--- config.mk ---
export PLATFORM = sky130hd
export DESIGN_NAME = multicycle_seq_flat
export DESIGN_NICKNAME = d
export VERILOG_FILES = /design/src/rtl/multicycle_seq_if.sv /design/src/rtl/multicycle_seq.sv /design/src/flat_wrapper.sv
export SDC_FILE = /design/constraint.sdc
export NUM_CORES = 1
export LEC_CHECK = 0
export CORE_UTILIZATION = 30
export CTS_CLUSTER_SIZE = 30
export DETAILED_ROUTE_END_ITERATION = 8
export GPL_TIMING_DRIVEN = 0
export PLACE_DENSITY = 0.56
export SYNTH_ARGS = -nofsm -noshare
export SYNTH_HDL_FRONTEND = slang
export SYNTH_SLANG_ARGS = --single-unit
--- constraint.sdc ---
create_clock -name clk -period 3.15 [get_ports clk]
set_input_delay 0.315 -clock clk [delete_from_list [all_inputs] [get_ports clk]]
set_output_delay 0.315 -clock clk [all_outputs]
set_load 0.02 [all_outputs]
--- src/rtl/multicycle_seq_if.sv ---
// Sequencer <-> datapath bundle: control-unit flags and handshakes in, enable strobes and status out.
interface multicycle_seq_if #(
  parameter int CNT_W = 16
);
  logic             start;
  logic             halt_req;
  logic             is_jmp;
  logic             is_read_mem;
  logic             is_write_mem;
  logic             is_push;
  logic             is_pop;
  logic             reg_we;
  logic             mem_ready;
  logic             ir_load;
  logic             pc_inc;
  logic             pc_jmp;
  logic             rf_we;
  logic             mem_re;
  logic             mem_we;
  logic             stack_push;
  logic             stack_pop;
  logic             busy;
  logic             halted;
  logic             error;
  logic [2:0]       state;
  logic [CNT_W-1:0] instr_count;

  // master: the sequencer, which drives every datapath enable
  modport master (
    input  start, halt_req, is_jmp, is_read_mem, is_write_mem, is_push, is_pop,
           reg_we, mem_ready,
    output ir_load, pc_inc, pc_jmp, rf_we, mem_re, mem_we, stack_push, stack_pop,
           busy, halted, error, state, instr_count
  );

  modport slave (
    output start, halt_req, is_jmp, is_read_mem, is_write_mem, is_push, is_pop,
           reg_we, mem_ready,
    input  ir_load, pc_inc, pc_jmp, rf_we, mem_re, mem_we, stack_push, stack_pop,
           busy, halted, error, state, instr_count
  );
endinterface

--- src/rtl/multicycle_seq.sv ---
// Multi-cycle FETCH/DECODE/EXEC/MEM/WB sequencer gating all state-changing datapath enables.
module multicycle_seq #(
  parameter int CNT_W   = 16,
  parameter int TIMEOUT = 15
) (
  input  logic            clk,
  input  logic            rst,
  multicycle_seq_if.master bus
);
  typedef enum logic [2:0] {
    S_IDLE   = 3'd0,
    S_FETCH  = 3'd1,
    S_DECODE = 3'd2,
    S_EXEC   = 3'd3,
    S_MEM    = 3'd4,
    S_WB     = 3'd5,
    S_ERROR  = 3'd7
  } state_t;

  typedef struct packed {
    logic jmp;
    logic rd;
    logic wr;
    logic push;
    logic pop;
    logic we;
  } cls_t;

  typedef struct packed {
    logic ir_load;
    logic pc_inc;
    logic pc_jmp;
    logic rf_we;
    logic mem_re;
    logic mem_we;
    logic push;
    logic pop;
  } strobe_t;

  state_t           r_state, w_next;
  cls_t             r_cls, w_cls_in;
  strobe_t          w_sb;
  logic [CNT_W-1:0] r_cnt;
  logic [7:0]       r_tmo;
  logic             r_halt_pend, r_halted;
  logic             w_retire, w_busy, w_halt_now, w_cls_bad, w_tmo_hit, w_stk;

  assign w_cls_in   = {bus.is_jmp, bus.is_read_mem, bus.is_write_mem,
                       bus.is_push, bus.is_pop, bus.reg_we};
  // at most one memory/stack class, and a jump excludes all of them
  assign w_cls_bad  = ($countones({w_cls_in.rd, w_cls_in.wr, w_cls_in.push, w_cls_in.pop}) > 1) ||
                      (w_cls_in.jmp && (w_cls_in.rd || w_cls_in.wr || w_cls_in.push || w_cls_in.pop));
  assign w_busy     = (r_state != S_IDLE) && (r_state != S_ERROR);
  assign w_halt_now = r_halt_pend || bus.halt_req;
  assign w_tmo_hit  = !bus.mem_ready && (r_tmo == 8'(TIMEOUT - 1));
  assign w_stk      = r_cls.push || r_cls.pop;

  always_ff @(posedge clk) begin
    if (rst) r_state <= S_IDLE;
    else     r_state <= w_next;
  end

  always_comb begin
    w_next   = r_state;
    w_sb     = '0;
    w_retire = 1'b0;
    case (r_state)
      S_IDLE:   if (bus.start) w_next = S_FETCH;
      S_FETCH: begin
        w_sb.ir_load = 1'b1;
        w_next       = S_DECODE;
      end
      S_DECODE: w_next = w_cls_bad ? S_ERROR : S_EXEC;
      S_EXEC: begin
        if (r_cls.jmp) begin
          w_sb.pc_jmp = 1'b1;
          w_retire    = 1'b1;
          w_next      = w_halt_now ? S_IDLE : S_FETCH;
        end else if (r_cls.rd || r_cls.wr || w_stk) begin
          w_next = S_MEM;
        end else begin
          w_next = S_WB;
        end
      end
      S_MEM: begin
        w_sb.mem_re = r_cls.rd;
        w_sb.mem_we = r_cls.wr;
        w_sb.push   = r_cls.push;
        w_sb.pop    = r_cls.pop;
        if (w_stk || bus.mem_ready) w_next = S_WB;
        else if (w_tmo_hit)         w_next = S_ERROR;
      end
      S_WB: begin
        w_sb.pc_inc = 1'b1;
        w_sb.rf_we  = (r_cls.we || r_cls.rd || r_cls.pop) && !(r_cls.wr || r_cls.push);
        w_retire    = 1'b1;
        w_next      = w_halt_now ? S_IDLE : S_FETCH;
      end
      S_ERROR:  w_next = S_ERROR;
      default:  w_next = S_ERROR;
    endcase
  end

  always_ff @(posedge clk) begin
    if (rst) begin
      r_cls       <= '0;
      r_cnt       <= '0;
      r_tmo       <= '0;
      r_halt_pend <= 1'b0;
      r_halted    <= 1'b0;
    end else begin
      if (r_state == S_DECODE) r_cls <= w_cls_in;
      if (w_retire) r_cnt <= r_cnt + 1'b1;
      // counts only wait cycles: staying in MEM implies mem_ready was low
      r_tmo <= (r_state == S_MEM && w_next == S_MEM) ? r_tmo + 8'd1 : 8'd0;
      if (w_next == S_IDLE)          r_halt_pend <= 1'b0;
      else if (w_busy && bus.halt_req) r_halt_pend <= 1'b1;
      if (r_state == S_IDLE && bus.start)     r_halted <= 1'b0;
      else if (w_retire && w_next == S_IDLE)  r_halted <= 1'b1;
    end
  end

  assign bus.ir_load     = w_sb.ir_load;
  assign bus.pc_inc      = w_sb.pc_inc;
  assign bus.pc_jmp      = w_sb.pc_jmp;
  assign bus.rf_we       = w_sb.rf_we;
  assign bus.mem_re      = w_sb.mem_re;
  assign bus.mem_we      = w_sb.mem_we;
  assign bus.stack_push  = w_sb.push;
  assign bus.stack_pop   = w_sb.pop;
  assign bus.busy        = w_busy;
  assign bus.halted      = r_halted;
  assign bus.error       = (r_state == S_ERROR);
  assign bus.state       = r_state;
  assign bus.instr_count = r_cnt;
endmodule
--- src/flat_wrapper.sv ---
// flat-port wrapper written by rule: the top's interface ports become plain ports
module multicycle_seq_flat 
#(
  parameter int CNT_W   = 16,
  parameter int TIMEOUT = 15
)
  (clk, rst, bus_start, bus_halt_req, bus_is_jmp, bus_is_read_mem, bus_is_write_mem, bus_is_push, bus_is_pop, bus_reg_we, bus_mem_ready, bus_ir_load, bus_pc_inc, bus_pc_jmp, bus_rf_we, bus_mem_re, bus_mem_we, bus_stack_push, bus_stack_pop, bus_busy, bus_halted, bus_error, bus_state, bus_instr_count);
  multicycle_seq_if #(.CNT_W(CNT_W)) bus_i ();
  input  logic clk;
  input  logic rst;
  input wire logic [$bits(bus_i.start)-1:0] bus_start;
  input wire logic [$bits(bus_i.halt_req)-1:0] bus_halt_req;
  input wire logic [$bits(bus_i.is_jmp)-1:0] bus_is_jmp;
  input wire logic [$bits(bus_i.is_read_mem)-1:0] bus_is_read_mem;
  input wire logic [$bits(bus_i.is_write_mem)-1:0] bus_is_write_mem;
  input wire logic [$bits(bus_i.is_push)-1:0] bus_is_push;
  input wire logic [$bits(bus_i.is_pop)-1:0] bus_is_pop;
  input wire logic [$bits(bus_i.reg_we)-1:0] bus_reg_we;
  input wire logic [$bits(bus_i.mem_ready)-1:0] bus_mem_ready;
  output wire logic [$bits(bus_i.ir_load)-1:0] bus_ir_load;
  output wire logic [$bits(bus_i.pc_inc)-1:0] bus_pc_inc;
  output wire logic [$bits(bus_i.pc_jmp)-1:0] bus_pc_jmp;
  output wire logic [$bits(bus_i.rf_we)-1:0] bus_rf_we;
  output wire logic [$bits(bus_i.mem_re)-1:0] bus_mem_re;
  output wire logic [$bits(bus_i.mem_we)-1:0] bus_mem_we;
  output wire logic [$bits(bus_i.stack_push)-1:0] bus_stack_push;
  output wire logic [$bits(bus_i.stack_pop)-1:0] bus_stack_pop;
  output wire logic [$bits(bus_i.busy)-1:0] bus_busy;
  output wire logic [$bits(bus_i.halted)-1:0] bus_halted;
  output wire logic [$bits(bus_i.error)-1:0] bus_error;
  output wire logic [$bits(bus_i.state)-1:0] bus_state;
  output wire logic [$bits(bus_i.instr_count)-1:0] bus_instr_count;
  assign bus_i.start = bus_start;
  assign bus_i.halt_req = bus_halt_req;
  assign bus_i.is_jmp = bus_is_jmp;
  assign bus_i.is_read_mem = bus_is_read_mem;
  assign bus_i.is_write_mem = bus_is_write_mem;
  assign bus_i.is_push = bus_is_push;
  assign bus_i.is_pop = bus_is_pop;
  assign bus_i.reg_we = bus_reg_we;
  assign bus_i.mem_ready = bus_mem_ready;
  assign bus_ir_load = bus_i.ir_load;
  assign bus_pc_inc = bus_i.pc_inc;
  assign bus_pc_jmp = bus_i.pc_jmp;
  assign bus_rf_we = bus_i.rf_we;
  assign bus_mem_re = bus_i.mem_re;
  assign bus_mem_we = bus_i.mem_we;
  assign bus_stack_push = bus_i.stack_push;
  assign bus_stack_pop = bus_i.stack_pop;
  assign bus_busy = bus_i.busy;
  assign bus_halted = bus_i.halted;
  assign bus_error = bus_i.error;
  assign bus_state = bus_i.state;
  assign bus_instr_count = bus_i.instr_count;
  multicycle_seq #(.CNT_W(CNT_W), .TIMEOUT(TIMEOUT)) u_core (.clk(clk), .rst(rst), .bus(bus_i));
endmodule
==> results.yml <==
hold_path:
  min_path_type: "flip-flop to flip-flop"
clocking:
  clk_pin_slew_ps: 70
  cts-root-buf: "clkbuf_8"
  cts_htree_levels: 2
  clockBufferDepth: 2
  cts_resized: 0
  cts_tree: "built"
  cts_buffers: 5
  cts.sinks: 35
  post_cts_buffers: 0
  ctsHoldBuffers: 0
  clock_latency_ps: 280
setup_path:
  crit_path_end_kind: "output port"
  crit_required_ps: 2830
  cp-start-kind: "flip-flop"
  cp.arrival_ps: 2060
  critPathKind: "flip-flop to output port"
  crit_fanout: 10
sta:
  timing_hold_violations_final: 0
  skew_ps: 6.78
  relSlewSlack_pct: 65.6
  rsz0062_at_grt: "no"
  fin_crit_ps: 2380
  drv_slew: 0
  worstMarginPinSlew_ps: 517
  finalCritPeriodShare_pct: 75.4
  setup_tns_ps: 0
  finalSetupViolations: 0
  fmax_ghz: 0.421
logic_synthesis:
  synth_seq_cells: 35
  synth_cell_types: 42
  yosysTopAreaCell: "dfxtp_1"
  synth_area_leaders: "dfxtp_1 39%, xor2_1 8.4%, nor2_1 5.7%"
  synth_fp_nets: 214
  synth_edf_count: 0
  yosysSeqAreaShare_pct: 39.5
  synthesis.instances: 196
  syn_area_um2: 1770
  synth-main-ff-cell: "dfxtp_1"
  yosysWarnings: 0
  synthTopCellsByCount: "35 x dfxtp_1, 27 x nor2_1, 17 x xor2_1, 16 x nand2_1, 11 x inv_1"
  synth_most_common_cell: "dfxtp_1"
  async_flop_share_pct: 0
  avgSynthCellArea_um2: 9.05
  synthDominantCellAreaShare_pct: 39.5
floorplanning:
  dieHeight_um: 78.9
  core_um2: 5610
  dieWidth_um: 78.9
  ioPinCount: 41
  start_util_pct: 31.6
  die_area_um2: 6230
  rows: 27
global_route:
  grt_pass1_wl_um: 6390
  grt_antenna_before_repair: 0
  grt_max_degree: 11
  grtUsageMet1_pct: 17.7
  grt_usage_pct: 13.2
  grt_overflow: 0
  busiest_layer: "met2"
  grt_use_met3_pct: 2.87
  grt.met2_usage_pct: 20.7
  grt_pass1_vias: 1376
pwr:
  power_density_nw_per_um2: 486
  ir_drop_v: 0.000250
  p_total_mw: 1.14
  p_leak_nw: 0.936
routing:
  wl_per_cell_um: 12.2
  drcViolationCount: 0
  drtIter0Drc: 52
  wirelength_um: 3860
  drtAntennaViolNets: 0
  drt_first_pass_iters: 4
  vias: 1462
  via_per_inst: 4.63
layout:
  multi_input_area_um2: 993
  nNetsFinal: 261
  antenna_cells: 0
  layout-area-overhead-vs-synth_pct: 32.2
  filler_cell_count: 586
  regArea_um2: 701
  drive_above_1_share_pct: 11.1
placement:
  port_buffers: 40
  hpwl_um: 2830
  place_congestion: 0.744
job:
  max_cap_violations: 0
status:
  status: "finished, final reports clean"
## state kept, by name (all words and copies together), names as in the netlist
name / flops
u_core.r_tmo: 8
u_core.r_cls: 6
u_core.bus.halted: 1
u_core.bus.instr_count: 16
u_core.bus.state: 3
u_core.r_halt_pend: 1
## power breakdown
group	total (mW)	switching (mW)	leakage, nW	internal [mW]
sequential	0.502	0.0318	0.283	0.470
combinational	0.325	0.177	0.611	0.148
clock	0.315	0.159	0.0422	0.155
total	1.14	0.368	0.936	0.773
## critical path, cell delays in order (launching register included)
cell and delay (ps):
dfxtp_1 550, clkbuf_1 350, nor3_1 110, nor2_1 150, clkdlybuf4s50_1 630
## layout by cell type (no fill, tap or decap), drive strengths merged, types with 5 or more instances in the layout
| cell type | instances |
|---|---|
| mux2i | 6 |
| clkdlybuf4s50 | 40 |
| clkbuf | 11 |
| nand4 | 7 |
| xor2 | 17 |
| nand2 | 16 |
| inv | 11 |
| and3 | 8 |
| nor2 | 37 |
| dfxtp | 35 |
| ha | 6 |
| nand3 | 5 |
## cells by family after synthesis
group / Yosys count / synth area share, %
compound gates: 13 / 6.42
buf+inv: 18 / 4.51
flops: 35 / 39.5
mux: 6 / 3.39
simple gates: 96 / 30.5
fa+ha+maj: 7 / 5.36
xor+xnor: 21 / 10.4
## worst paths after layout
path | start | to | slack [ps] | cells past startpoint
worst max-delay path | u_core.bus.state[2] | bus_busy | 770 | 4
worst min-delay path | u_core.r_cls[0] | u_core.r_cls[0] | 510 | 2
worst max register to register | u_core.r_tmo[0] | u_core.r_tmo[3] | 1380 | 7
worst min register to register | u_core.r_cls[0] | u_core.r_cls[0] | 510 | 2
## routing by layer
metal | up-vias | wire (um)
met5 | - | 0
li1 | 753 | -
met4 | 0 | 23
met3 | 2 | 164
met1 | 673 | 2020
met2 | 34 | 1650
## layout make-up
cell class | count | share of cell area (%)
multi-input cells | 143 | 42.3
flip-flops and latches | 35 | 29.9
repair buffers | 40 | 17.1
well taps | 72 | 3.84
clock buffers | 7 | 3.25
inverters | 11 | 1.76
plain buffers | 7 | 1.65
clock inverters | 1 | 0.213
## per-stage QoR
| stage | std cells | utilization, % | setup WS, ps | hold slack [ps] | instance area (um2) |
|---|---|---|---|---|---|
| detailed placement | 308 | 40.4 | 764 | 494 | 2260 |
| CTS | 316 | 41.8 | 762 | 512 | 2350 |
| global route | 316 | 41.8 | 624 | 529 | 2350 |
| finish | 316 | 41.8 | 775 | 507 | 2350 |
| floorplan | 196 | - | 1170 | 461 | 1770 |
| global placement | 308 | 40.4 | 741 | 482 | 2260 |
(Power assumes the default switching activity.)
